==> config.mk <==
export PLATFORM = sky130hd
export DESIGN_NAME = microwave_pwr_ctrl_flat
export DESIGN_NICKNAME = d
export VERILOG_FILES = /design/src/rtl/microwave_pwr_ctrl_if.sv /design/src/rtl/microwave_pwr_ctrl.sv /design/src/flat_wrapper.sv
export SDC_FILE = /design/constraint.sdc
export NUM_CORES = 1
export LEC_CHECK = 0
export ABC_AREA = 1
export CORE_MARGIN = 1
export CORE_UTILIZATION = 30
export DETAILED_ROUTE_END_ITERATION = 12
export PLACE_DENSITY_LB_ADDON = 0.1
export SKIP_LAST_GASP = 1
export SLEW_MARGIN = 15
export SYNTH_ARGS = -nofsm -noshare
export SYNTH_HDL_FRONTEND = slang
export SYNTH_SLANG_ARGS = --single-unit
export TNS_END_PERCENT = 10
==> constraint.sdc <==
create_clock -name clk -period 4.6 [get_ports clk]
set_input_delay 0.69 -clock clk [delete_from_list [all_inputs] [get_ports clk]]
set_output_delay 0.69 -clock clk [all_outputs]
set_load 0.01 [all_outputs]
==> src/rtl/microwave_pwr_ctrl_if.sv <==
// Front-panel and display/magnetron signals of the microwave controller.
// Inputs are levels or edge-acted pushbuttons; there is no flow control.
interface microwave_pwr_ctrl_if #(
  parameter int MIN_DIGITS = 1
);
  logic [9:0]              keypad;
  logic                    power_key;
  logic                    startn;
  logic                    stopn;
  logic                    clearn;
  logic                    door_closed;
  logic [6:0]              secs_ones_segs;
  logic [6:0]              secs_tens_segs;
  logic [7*MIN_DIGITS-1:0] min_segs;
  logic                    mag_on;
  logic                    cooking;
  logic                    done;
  logic [3:0]              power_level;

  modport master (
    output keypad, power_key, startn, stopn, clearn, door_closed,
    input  secs_ones_segs, secs_tens_segs, min_segs, mag_on, cooking, done, power_level
  );

  modport slave (
    input  keypad, power_key, startn, stopn, clearn, door_closed,
    output secs_ones_segs, secs_tens_segs, min_segs, mag_on, cooking, done, power_level
  );
endinterface

==> src/rtl/microwave_pwr_ctrl.sv <==
// Microwave controller: BCD keypad entry, countdown, duty-cycled magnetron, 7-seg drive.
// Latency: panel events act on the sampling edge, outputs are Moore; no backpressure.
module microwave_pwr_ctrl #(
  parameter int TICKS_PER_SEC = 50_000_000,
  parameter int MIN_DIGITS    = 1
) (
  input logic                clk,
  input logic                rst,
  microwave_pwr_ctrl_if.slave panel
);
  localparam int PW = $clog2(TICKS_PER_SEC);
  localparam logic [PW-1:0] PRESC_MAX = PW'(TICKS_PER_SEC - 1);

  typedef enum logic [1:0] {ENTRY, PWR, COOK, PAUSE} state_t;

  state_t        state_q, state_d;
  logic [3:0]    so_q, st_q, mo_q, mt_q;
  logic [3:0]    so_d, st_d, mo_d, mt_d;
  logic [3:0]    level_q, level_d;
  logic [PW-1:0] presc_q, presc_d;
  logic [3:0]    duty_q, duty_d;
  logic          done_q, done_d;

  logic [9:0]    keypad_q;
  logic          power_key_q, startn_q, stopn_q, clearn_q;

  logic          digit_evt, power_evt, start_evt, stop_evt, clear_evt;
  logic [3:0]    digit;
  logic [3:0]    dec_so, dec_st, dec_mo, dec_mt;
  logic          time_zero, dec_zero;

  function automatic logic [6:0] seg7(input logic [3:0] d);
    case (d)
      4'd0:    seg7 = 7'b0111111;
      4'd1:    seg7 = 7'b0000110;
      4'd2:    seg7 = 7'b1011011;
      4'd3:    seg7 = 7'b1001111;
      4'd4:    seg7 = 7'b1100110;
      4'd5:    seg7 = 7'b1101101;
      4'd6:    seg7 = 7'b1111101;
      4'd7:    seg7 = 7'b0000111;
      4'd8:    seg7 = 7'b1111111;
      4'd9:    seg7 = 7'b1101111;
      default: seg7 = 7'b0000000;
    endcase
  endfunction

  // A digit counts only when the keypad was idle last cycle and exactly one key is down now.
  assign digit_evt = (keypad_q == 10'd0) && $onehot(panel.keypad);
  assign power_evt = panel.power_key & ~power_key_q;
  assign start_evt = startn_q & ~panel.startn;
  assign stop_evt  = stopn_q & ~panel.stopn;
  assign clear_evt = clearn_q & ~panel.clearn;

  always_comb begin
    digit = 4'd0;
    for (int i = 0; i < 10; i++) begin
      if (panel.keypad[i]) digit = 4'(i);
    end
  end

  // BCD borrow chain; tens entered as 6-9 simply count down from where they are.
  always_comb begin
    dec_so = so_q - 4'd1;
    dec_st = st_q;
    dec_mo = mo_q;
    dec_mt = mt_q;
    if (so_q == 4'd0) begin
      dec_so = 4'd9;
      if (st_q == 4'd0) begin
        dec_st = 4'd5;
        if (mo_q == 4'd0) begin
          dec_mo = 4'd9;
          dec_mt = mt_q - 4'd1;
        end else begin
          dec_mo = mo_q - 4'd1;
        end
      end else begin
        dec_st = st_q - 4'd1;
      end
    end
  end

  assign time_zero = (so_q == 4'd0) && (st_q == 4'd0) && (mo_q == 4'd0) && (mt_q == 4'd0);
  assign dec_zero  = (dec_so == 4'd0) && (dec_st == 4'd0) && (dec_mo == 4'd0) && (dec_mt == 4'd0);

  always_comb begin
    state_d = state_q;
    so_d    = so_q;
    st_d    = st_q;
    mo_d    = mo_q;
    mt_d    = mt_q;
    level_d = level_q;
    presc_d = presc_q;
    duty_d  = duty_q;
    done_d  = 1'b0;
    if (clear_evt) begin
      state_d = ENTRY;
      so_d    = 4'd0;
      st_d    = 4'd0;
      mo_d    = 4'd0;
      mt_d    = 4'd0;
    end else begin
      case (state_q)
        ENTRY: begin
          if (start_evt && panel.door_closed && !time_zero) begin
            state_d = COOK;
            presc_d = '0;
            duty_d  = 4'd0;
          end else if (digit_evt) begin
            mt_d = (MIN_DIGITS == 2) ? mo_q : 4'd0;
            mo_d = st_q;
            st_d = so_q;
            so_d = digit;
          end else if (power_evt) begin
            state_d = PWR;
          end
        end
        PWR: begin
          if (digit_evt) begin
            level_d = (digit == 4'd0) ? 4'd10 : digit;
            state_d = ENTRY;
          end
        end
        COOK: begin
          // An open door beats a coincident tick: the second is not consumed.
          if (stop_evt || !panel.door_closed) begin
            state_d = PAUSE;
          end else if (presc_q == PRESC_MAX) begin
            presc_d = '0;
            duty_d  = (duty_q == 4'd9) ? 4'd0 : duty_q + 4'd1;
            so_d    = dec_so;
            st_d    = dec_st;
            mo_d    = dec_mo;
            mt_d    = dec_mt;
            if (dec_zero) begin
              state_d = ENTRY;
              done_d  = 1'b1;
            end
          end else begin
            presc_d = presc_q + 1'b1;
          end
        end
        PAUSE: begin
          if (stop_evt) begin
            state_d = ENTRY;
          end else if (start_evt && panel.door_closed) begin
            state_d = COOK;
          end
        end
        default: state_d = ENTRY;
      endcase
    end
  end

  always_ff @(posedge clk) begin
    if (rst) begin
      state_q     <= ENTRY;
      so_q        <= 4'd0;
      st_q        <= 4'd0;
      mo_q        <= 4'd0;
      mt_q        <= 4'd0;
      level_q     <= 4'd10;
      presc_q     <= '0;
      duty_q      <= 4'd0;
      done_q      <= 1'b0;
      keypad_q    <= 10'd0;
      power_key_q <= 1'b0;
      startn_q    <= 1'b1;
      stopn_q     <= 1'b1;
      clearn_q    <= 1'b1;
    end else begin
      state_q     <= state_d;
      so_q        <= so_d;
      st_q        <= st_d;
      mo_q        <= mo_d;
      mt_q        <= mt_d;
      level_q     <= level_d;
      presc_q     <= presc_d;
      duty_q      <= duty_d;
      done_q      <= done_d;
      keypad_q    <= panel.keypad;
      power_key_q <= panel.power_key;
      startn_q    <= panel.startn;
      stopn_q     <= panel.stopn;
      clearn_q    <= panel.clearn;
    end
  end

  assign panel.mag_on      = (state_q == COOK) && (duty_q < level_q);
  assign panel.cooking     = (state_q == COOK);
  assign panel.done        = done_q;
  assign panel.power_level = level_q;

  // In PWR the seconds digits show the level: tens lit only for 10.
  assign panel.secs_tens_segs = (state_q != PWR) ? seg7(st_q) :
                                (level_q == 4'd10) ? seg7(4'd1) : 7'b0000000;
  assign panel.secs_ones_segs = (state_q != PWR) ? seg7(so_q) :
                                (level_q == 4'd10) ? seg7(4'd0) : seg7(level_q);

  if (MIN_DIGITS == 2) begin : g_min2
    assign panel.min_segs = (state_q == PWR) ? 14'd0 : {seg7(mt_q), seg7(mo_q)};
  end else begin : g_min1
    assign panel.min_segs = (state_q == PWR) ? 7'd0 : seg7(mo_q);
  end
endmodule

==> src/flat_wrapper.sv <==
// flat-port wrapper written by rule: the top's interface ports become plain ports
module microwave_pwr_ctrl_flat 
#(
  parameter int TICKS_PER_SEC = 50_000_000,
  parameter int MIN_DIGITS    = 1
)
  (clk, rst, panel_keypad, panel_power_key, panel_startn, panel_stopn, panel_clearn, panel_door_closed, panel_secs_ones_segs, panel_secs_tens_segs, panel_min_segs, panel_mag_on, panel_cooking, panel_done, panel_power_level);
  microwave_pwr_ctrl_if #(.MIN_DIGITS(MIN_DIGITS)) panel_i ();
  input logic clk;
  input logic rst;
  input wire logic [$bits(panel_i.keypad)-1:0] panel_keypad;
  input wire logic [$bits(panel_i.power_key)-1:0] panel_power_key;
  input wire logic [$bits(panel_i.startn)-1:0] panel_startn;
  input wire logic [$bits(panel_i.stopn)-1:0] panel_stopn;
  input wire logic [$bits(panel_i.clearn)-1:0] panel_clearn;
  input wire logic [$bits(panel_i.door_closed)-1:0] panel_door_closed;
  output wire logic [$bits(panel_i.secs_ones_segs)-1:0] panel_secs_ones_segs;
  output wire logic [$bits(panel_i.secs_tens_segs)-1:0] panel_secs_tens_segs;
  output wire logic [$bits(panel_i.min_segs)-1:0] panel_min_segs;
  output wire logic [$bits(panel_i.mag_on)-1:0] panel_mag_on;
  output wire logic [$bits(panel_i.cooking)-1:0] panel_cooking;
  output wire logic [$bits(panel_i.done)-1:0] panel_done;
  output wire logic [$bits(panel_i.power_level)-1:0] panel_power_level;
  assign panel_i.keypad = panel_keypad;
  assign panel_i.power_key = panel_power_key;
  assign panel_i.startn = panel_startn;
  assign panel_i.stopn = panel_stopn;
  assign panel_i.clearn = panel_clearn;
  assign panel_i.door_closed = panel_door_closed;
  assign panel_secs_ones_segs = panel_i.secs_ones_segs;
  assign panel_secs_tens_segs = panel_i.secs_tens_segs;
  assign panel_min_segs = panel_i.min_segs;
  assign panel_mag_on = panel_i.mag_on;
  assign panel_cooking = panel_i.cooking;
  assign panel_done = panel_i.done;
  assign panel_power_level = panel_i.power_level;
  microwave_pwr_ctrl #(.TICKS_PER_SEC(TICKS_PER_SEC), .MIN_DIGITS(MIN_DIGITS)) u_core (.clk(clk), .rst(rst), .panel(panel_i));
endmodule
==> impl_metrics.yaml, run 1 <==
job:
  maxCapViolations: 0
cts:
  cts-root-buf: "clkbuf_16"
  cts_buffers: 9
  cts.sinks: 95
  insertion_delay_ns: 0.35
  cts-hold-fix-buffers: 0
  cts_buffer_depth: 2
  htree_levels: 3
  cts_tree: "built"
  clkTransAtPathRegs_ns: 0.07
yosys:
  syn_area_sq_um: 6228
  ys_types: 45
  synth_ff_type: "dfxtp_1"
  synth_edf_count: 0
  synthesis.nets: 996
  synth_seq_cells: 95
  seq_area_frac_synth: 0.3053
  avgSynthCellArea_sq_um: 6.690
  syn_inst: 931
  synth_warnings: 0
  synth-async-reset-ratio: 0
detailed_routing:
  antenna_left: 0
  post-route-drc-count: 0
  wl_um: 16240
  met1_length_um: 8149
  drt_iter0_markers: 236
  first_pass_iters: 6
  dr.max_layer_used: "met4"
  dr_total_vias: 5926
  wl_met2_um: 7309
  routedWlPerCell_um: 12.42
  vias_per_cell: 4.531
  met3_wirelength_um: 436
power_and_ir_drop:
  p_leak_nw: 3.711
  ir_drop_mv: 0.2063
  total_power_mw: 3.173
  power_density_nw_per_um2: 400.6
floorplan:
  start_util: 0.3068
  num_rows: 52
  die_area_sq_um: 21340
  fp.dieH_um: 146.1
  io_pins: 45
  core-area_sq_um: 20300
  die_width_um: 146.1
critical_path:
  r2r_slack_ns: 1.68
  start_kind: "input pin"
  crit_fanout: 11
  crit_type: "input pin to flip-flop"
  arrival_ns: 4.63
  regToRegStartpoint: "u_core.state_q[0]$_SDFFE_PP0P_"
  rr_worst_depth: 14
  worstPathRequired_ns: 4.85
  worstSetupEndpointType: "flip-flop"
hold_path:
  worstHoldEndpoint: "u_core.presc_q[24]$_SDFFE_PP0P_"
  min_from: "u_core.presc_q[24]$_SDFFE_PP0P_"
  hold_class: "flip-flop to flip-flop"
  holdPathStages: 2
grt:
  grt_overflow: 0
  grt_usage: 0.1603
  grt_start_max_net_pins: 31
  grt_pass1_vias: 5684
  antenna_found_initial: 0
  grt_pass1_wl_um: 27600
timing:
  setup_viol_count_final: 0
  finalMaxSlewViolations: 0
  finClkSkew_ns: 0.01078
  worst_slew_pin_slew_ns: 1.044
  slew_headroom: 0.3034
  period_needed_ns: 4.383
  max_freq_ghz: 0.2282
  period_share: 0.9528
  hold_viol: 0
placement:
  portBuffers: 44
  gp_congestion: 0.8279
  hpwl_um: 12360
  place_area_sq_um: 7377
  post-place-cells: 1283
finish:
  fin_nets: 1098
  finalNonFillerCells: 1308
  areaGrowthSynthToFinish_pct: 27.16
  fin_area_sq_um: 7920
  drive_gt1_frac: 0.1811
  final_core_util: 0.3902
  antennaDiodeCount: 0
run_status:
  status: "complete, no violations"
-- power breakdown --
part	total (mW)	internal, mW	switching (mW)	leakage, nW
sequential	0.961	0.911	0.0495	0.773
clock	0.884	0.536	0.348	0.164
combinational	1.33	0.545	0.782	2.77
-- cell families (layout without fill, tap and decap cells) --
family                     after synthesis  count (layout)  synth area share
AOI/OAI and AO/OA                       85              85           0.07835
DFF                                     95              95            0.3053
xor gates and xnor gates                13              13           0.01828
adders and majority gates               48              48            0.1037
and+or+nand+nor                        521             522            0.3877
muxes                                    1               1          0.001607
buffers and inverters                  168             274            0.1051
-- layout by cell type, fill, tap and decap left out, types with 27 or more instances in the layout --
cell             instances
o21ai_0                 27
inv_1                  121
nand2_1                227
clkdlybuf4s50_1         38
dfxtp_1                 95
nand3_1                 53
buf_4                   61
inv_2                   27
nor2_1                 118
ha_1                    37
-- cells in the mapped netlist, types with 2 or more instances --
| cell | count | area (sq um) |
|---|---|---|
| buf_2 | 10 | 50.05 |
| dfxtp_1 | 95 | 1902 |
| nand3_4 | 2 | 35.03 |
| nor3_1 | 21 | 105.1 |
| nor4_1 | 11 | 68.82 |
| xor2_1 | 11 | 96.34 |
| ha_1 | 42 | 525.5 |
| nand2_1 | 235 | 882.1 |
| nand3_1 | 54 | 270.3 |
| nor2_4 | 5 | 56.30 |
| nand2_2 | 19 | 118.9 |
| nand3b_1 | 4 | 30.03 |
| o31ai_1 | 3 | 22.52 |
| clkbuf_1 | 6 | 22.52 |
| inv_1 | 133 | 499.2 |
| a211oi_1 | 4 | 30.03 |
| nand3_2 | 9 | 90.09 |
| nor2_1 | 120 | 450.4 |
| nor3b_1 | 3 | 22.52 |
| nand4_1 | 22 | 137.6 |
| nor2_2 | 9 | 56.30 |
| fa_1 | 6 | 120.1 |
| a31oi_1 | 2 | 12.51 |
| inv_2 | 16 | 60.06 |
| nand2_4 | 3 | 33.78 |
| a21oi_1 | 27 | 135.1 |
| xnor2_1 | 2 | 17.52 |
| a21boi_0 | 2 | 15.01 |
| o21ai_0 | 27 | 135.1 |
| o21ai_1 | 13 | 65.06 |
-- cell type report --
cell class              count  area, sq um
clock buffers              10        229.0
inverters                 149        561.8
multi-input cells         669         3810
fillers                  2206        12380
well taps                 270        337.8
clock inverters             6        115.1
repair buffers            109        964.7
flip-flops and latches     95         1902
-- what timing repair did --
action	CTS	global route
gates cloned	1	0
buffers inserted	4	4
setup endpoints to repair	28	29
resized for setup	17	46
pin swaps	16	21
-- critical path: stages --
cell and delay (ns):
buf_6 0.07, inv_2 0.04, ha_4 0.25, inv_2 0.03, fa_1 0.55, fa_1 0.43, inv_2 0.07, fa_2 0.21
inv_2 0.04, fa_2 0.56, nand2_2 0.05, inv_1 0.05, nand2_1 0.05, nor2_2 0.11, nand3_2 0.10, nor2_2 0.10
nand2_2 0.09, nand2_4 0.13, nand2_4 0.10, buf_4 0.18, buf_4 0.13, nand2_2 0.06, nand3_1 0.06, buf_4 0.22
nand2_1 0.07, o21ai_1 0.07, nand2_1 0.06, nand2_1 0.04
-- metal layers --
metal	vias to the layer above	global-route usage
met5	-	0
met4	0	0.06354
li1	3146	-
met2	80	0.2646
met1	2680	0.2127
met3	20	0.01969
-- through the flow --
stage               setup TNS, ns  setup slack, ns  hold WS (ns)
finish                          0           0.2171        0.4898
global route             -0.04541         -0.02235        0.5443
CTS                             0          0.07856        0.4918
detailed placement         -18.10          -0.6163        0.4831
global placement           -17.30          -0.5829        0.4759
floorplan                       0         0.002097        0.4580
-- how the worst max path moves through the flow --
stage	startpoint	endpoint	slack, ns
after floorplan	panel_keypad[4]	flip-flop	0.002
after global placement	panel_keypad[2]	flip-flop	-0.58
after detailed placement	panel_keypad[2]	flip-flop	-0.62
after CTS	panel_keypad[0]	flip-flop	0.08
after global routing	panel_keypad[2]	flip-flop	-0.02
final	panel_keypad[3]	flip-flop	0.22
Note: power is estimated with default switching activity, not from simulation.
==> run 2: changes to the inputs <==
--- a/config.mk
+++ b/config.mk
@@ -9,6 +9,7 @@
 export CORE_MARGIN = 1
 export CORE_UTILIZATION = 30
 export DETAILED_ROUTE_END_ITERATION = 12
+export MAX_ROUTING_LAYER = met4
 export PLACE_DENSITY_LB_ADDON = 0.1
 export SKIP_LAST_GASP = 1
 export SLEW_MARGIN = 15
==> impl_metrics.yaml, run 2 (synthesis results as in run 1) <==
timing:
  slew_headroom: 0.3122
  period_share: 0.9524
  max_freq_ghz: 0.2282
  finClkSkew_ns: 0.01067
  finalMaxSlewViolations: 0
  setup_viol_count_final: 0
  worst_slew_pin_slew_ns: 1.031
  period_needed_ns: 4.381
  setup_ws_ns: 0.2187
  hold_viol: 0
hold_path:
  hold_class: "flip-flop to flip-flop"
  min_from: "u_core.presc_q[24]$_SDFFE_PP0P_"
grt:
  grt_start_max_net_pins: 31
  grt_pass1_wl_um: 27570
  grt_pass1_vias: 5690
  grt_usage: 0.1651
  antenna_found_initial: 0
  grt_overflow: 0
detailed_routing:
  dr_total_vias: 5927
  vias_per_cell: 4.531
  antenna_left: 0
  drt_iter0_markers: 224
  first_pass_iters: 6
  post-route-drc-count: 0
  routedWlPerCell_um: 12.44
  wl_um: 16270
floorplan:
  die_width_um: 146.1
  num_rows: 52
  fp.dieH_um: 146.1
  start_util: 0.3068
  io_pins: 45
  core-area_sq_um: 20300
  die_area_sq_um: 21340
power_and_ir_drop:
  p_leak_nw: 3.709
  ir_drop_mv: 0.2059
  power_density_nw_per_um2: 400.8
  total_power_mw: 3.173
finish:
  antennaDiodeCount: 0
  nFillCells: 2206
  layout_common_cells: "227 x nand2_1, 121 x inv_1, 118 x nor2_1"
  fin_nets: 1098
  fin_area_sq_um: 7916
  drive_gt1_frac: 0.1811
  areaGrowthSynthToFinish_pct: 27.10
  final_common_cell: "nand2_1"
critical_path:
  critPathLaunch: "panel_keypad[3]"
  regToRegStartpoint: "u_core.state_q[0]$_SDFFE_PP0P_"
  worstPathRequired_ns: 4.85
  worstSetupEndpointType: "flip-flop"
  start_kind: "input pin"
  arrival_ns: 4.63
  r2r_slack_ns: 1.67
  crit_type: "input pin to flip-flop"
  crit_fanout: 11
cts:
  cts_buffers: 9
  cts_buffer_depth: 2
  cts-hold-fix-buffers: 0
  cts.sinks: 95
  cts_tree: "built"
  htree_levels: 3
  clkTransAtPathRegs_ns: 0.07
  cts-root-buf: "clkbuf_16"
  insertion_delay_ns: 0.35
placement:
  dp_slack_ns: -0.6163
  portBuffers: 44
  gp_congestion: 0.8404
  place_area_sq_um: 7377
  hpwl_um: 12360
run_status:
  status: "complete, no violations"
job:
  maxCapViolations: 0
run 2: cell counts in the layout (fill, tap and decap cells not counted):
No cell type changed its count.
run 2: final timing paths:
| check | endpoint | cells after the start |
|---|---|---|
| max | flip-flop | 28 |
| min | u_core.presc_q[24]$_SDFFE_PP0P_ | 2 |
| max reg2reg | flip-flop | 14 |
| min reg2reg | u_core.presc_q[24]$_SDFFE_PP0P_ | 2 |
run 2: worst max-delay path: stages:
cell and delay, ns:
buf_6 0.07, inv_2 0.04, ha_4 0.25, inv_2 0.03, fa_1 0.55, fa_1 0.43
inv_2 0.07, fa_2 0.21, inv_2 0.04, fa_2 0.56, nand2_2 0.05, inv_1 0.05
nand2_1 0.05, nor2_2 0.11, nand3_2 0.10, nor2_2 0.10, nand2_2 0.09, nand2_4 0.13
nand2_4 0.10, buf_4 0.18, buf_4 0.13, nand2_2 0.06, nand3_1 0.06, buf_4 0.22
nand2_1 0.07, o21ai_1 0.07, nand2_1 0.06, nand2_1 0.04
run 2: per-layer routing:
metal	global-route usage	share of wire	vias up
li1	-	-	3147
met1	0.2125	0.50	2674
met2	0.2644	0.45	85
met3	0.01969	0.025	21
met4	0.06354	0.021	0
met5	-	0	-
run 2: what timing repair did:
item / 4_1_cts / 5_1_grt
setup endpoints to repair: 28 / 29
gates cloned: 1 / 0
buffers inserted: 4 / 4
gates resized for setup: 17 / 45
pin swaps: 16 / 21
run 2: metrics by stage:
stage          setup TNS [ns]  std cells    util  hold slack, ns
6_report                    0       1308  0.3900          0.4898
5_1_grt              -0.04642       1308  0.3900          0.5443
4_1_cts                     0       1304  0.3832          0.4918
3_5_place_dp           -18.10       1283  0.3634          0.4831
3_3_place_gp           -17.30       1283  0.3634          0.4759
2_1_floorplan               0        931       -          0.4580
run 2: area by class of cell:
class	instances	area, sq um	share of cell area
Multi-Input combinational cell	669	3810	0.4813
Sequential cell	95	1902	0.2402
Timing Repair Buffer	109	960.9	0.1214
Inverter	149	561.8	0.07097
Tap cell	270	337.8	0.04267
Clock buffer	10	229.0	0.02892
Clock inverter	6	115.1	0.01454
run 2: where the power goes:
| part | internal, mW | switching, mW | leakage (nW) |
|---|---|---|---|
| Clock | 0.536 | 0.347 | 0.164 |
| Sequential | 0.911 | 0.0494 | 0.773 |
| Combinational | 0.545 | 0.784 | 2.77 |
==> run 3: changes to the inputs <==
--- a/config.mk
+++ b/config.mk
@@ -8,8 +8,8 @@
 export ABC_AREA = 1
 export CORE_MARGIN = 1
 export CORE_UTILIZATION = 30
+export CTS_CLUSTER_DIAMETER = 120
 export DETAILED_ROUTE_END_ITERATION = 12
-export MAX_ROUTING_LAYER = met4
 export PLACE_DENSITY_LB_ADDON = 0.1
 export SKIP_LAST_GASP = 1
 export SLEW_MARGIN = 15
==> results of run 3 <==
Same layout as run 1: the final DEF is identical, and so are final timing and power.
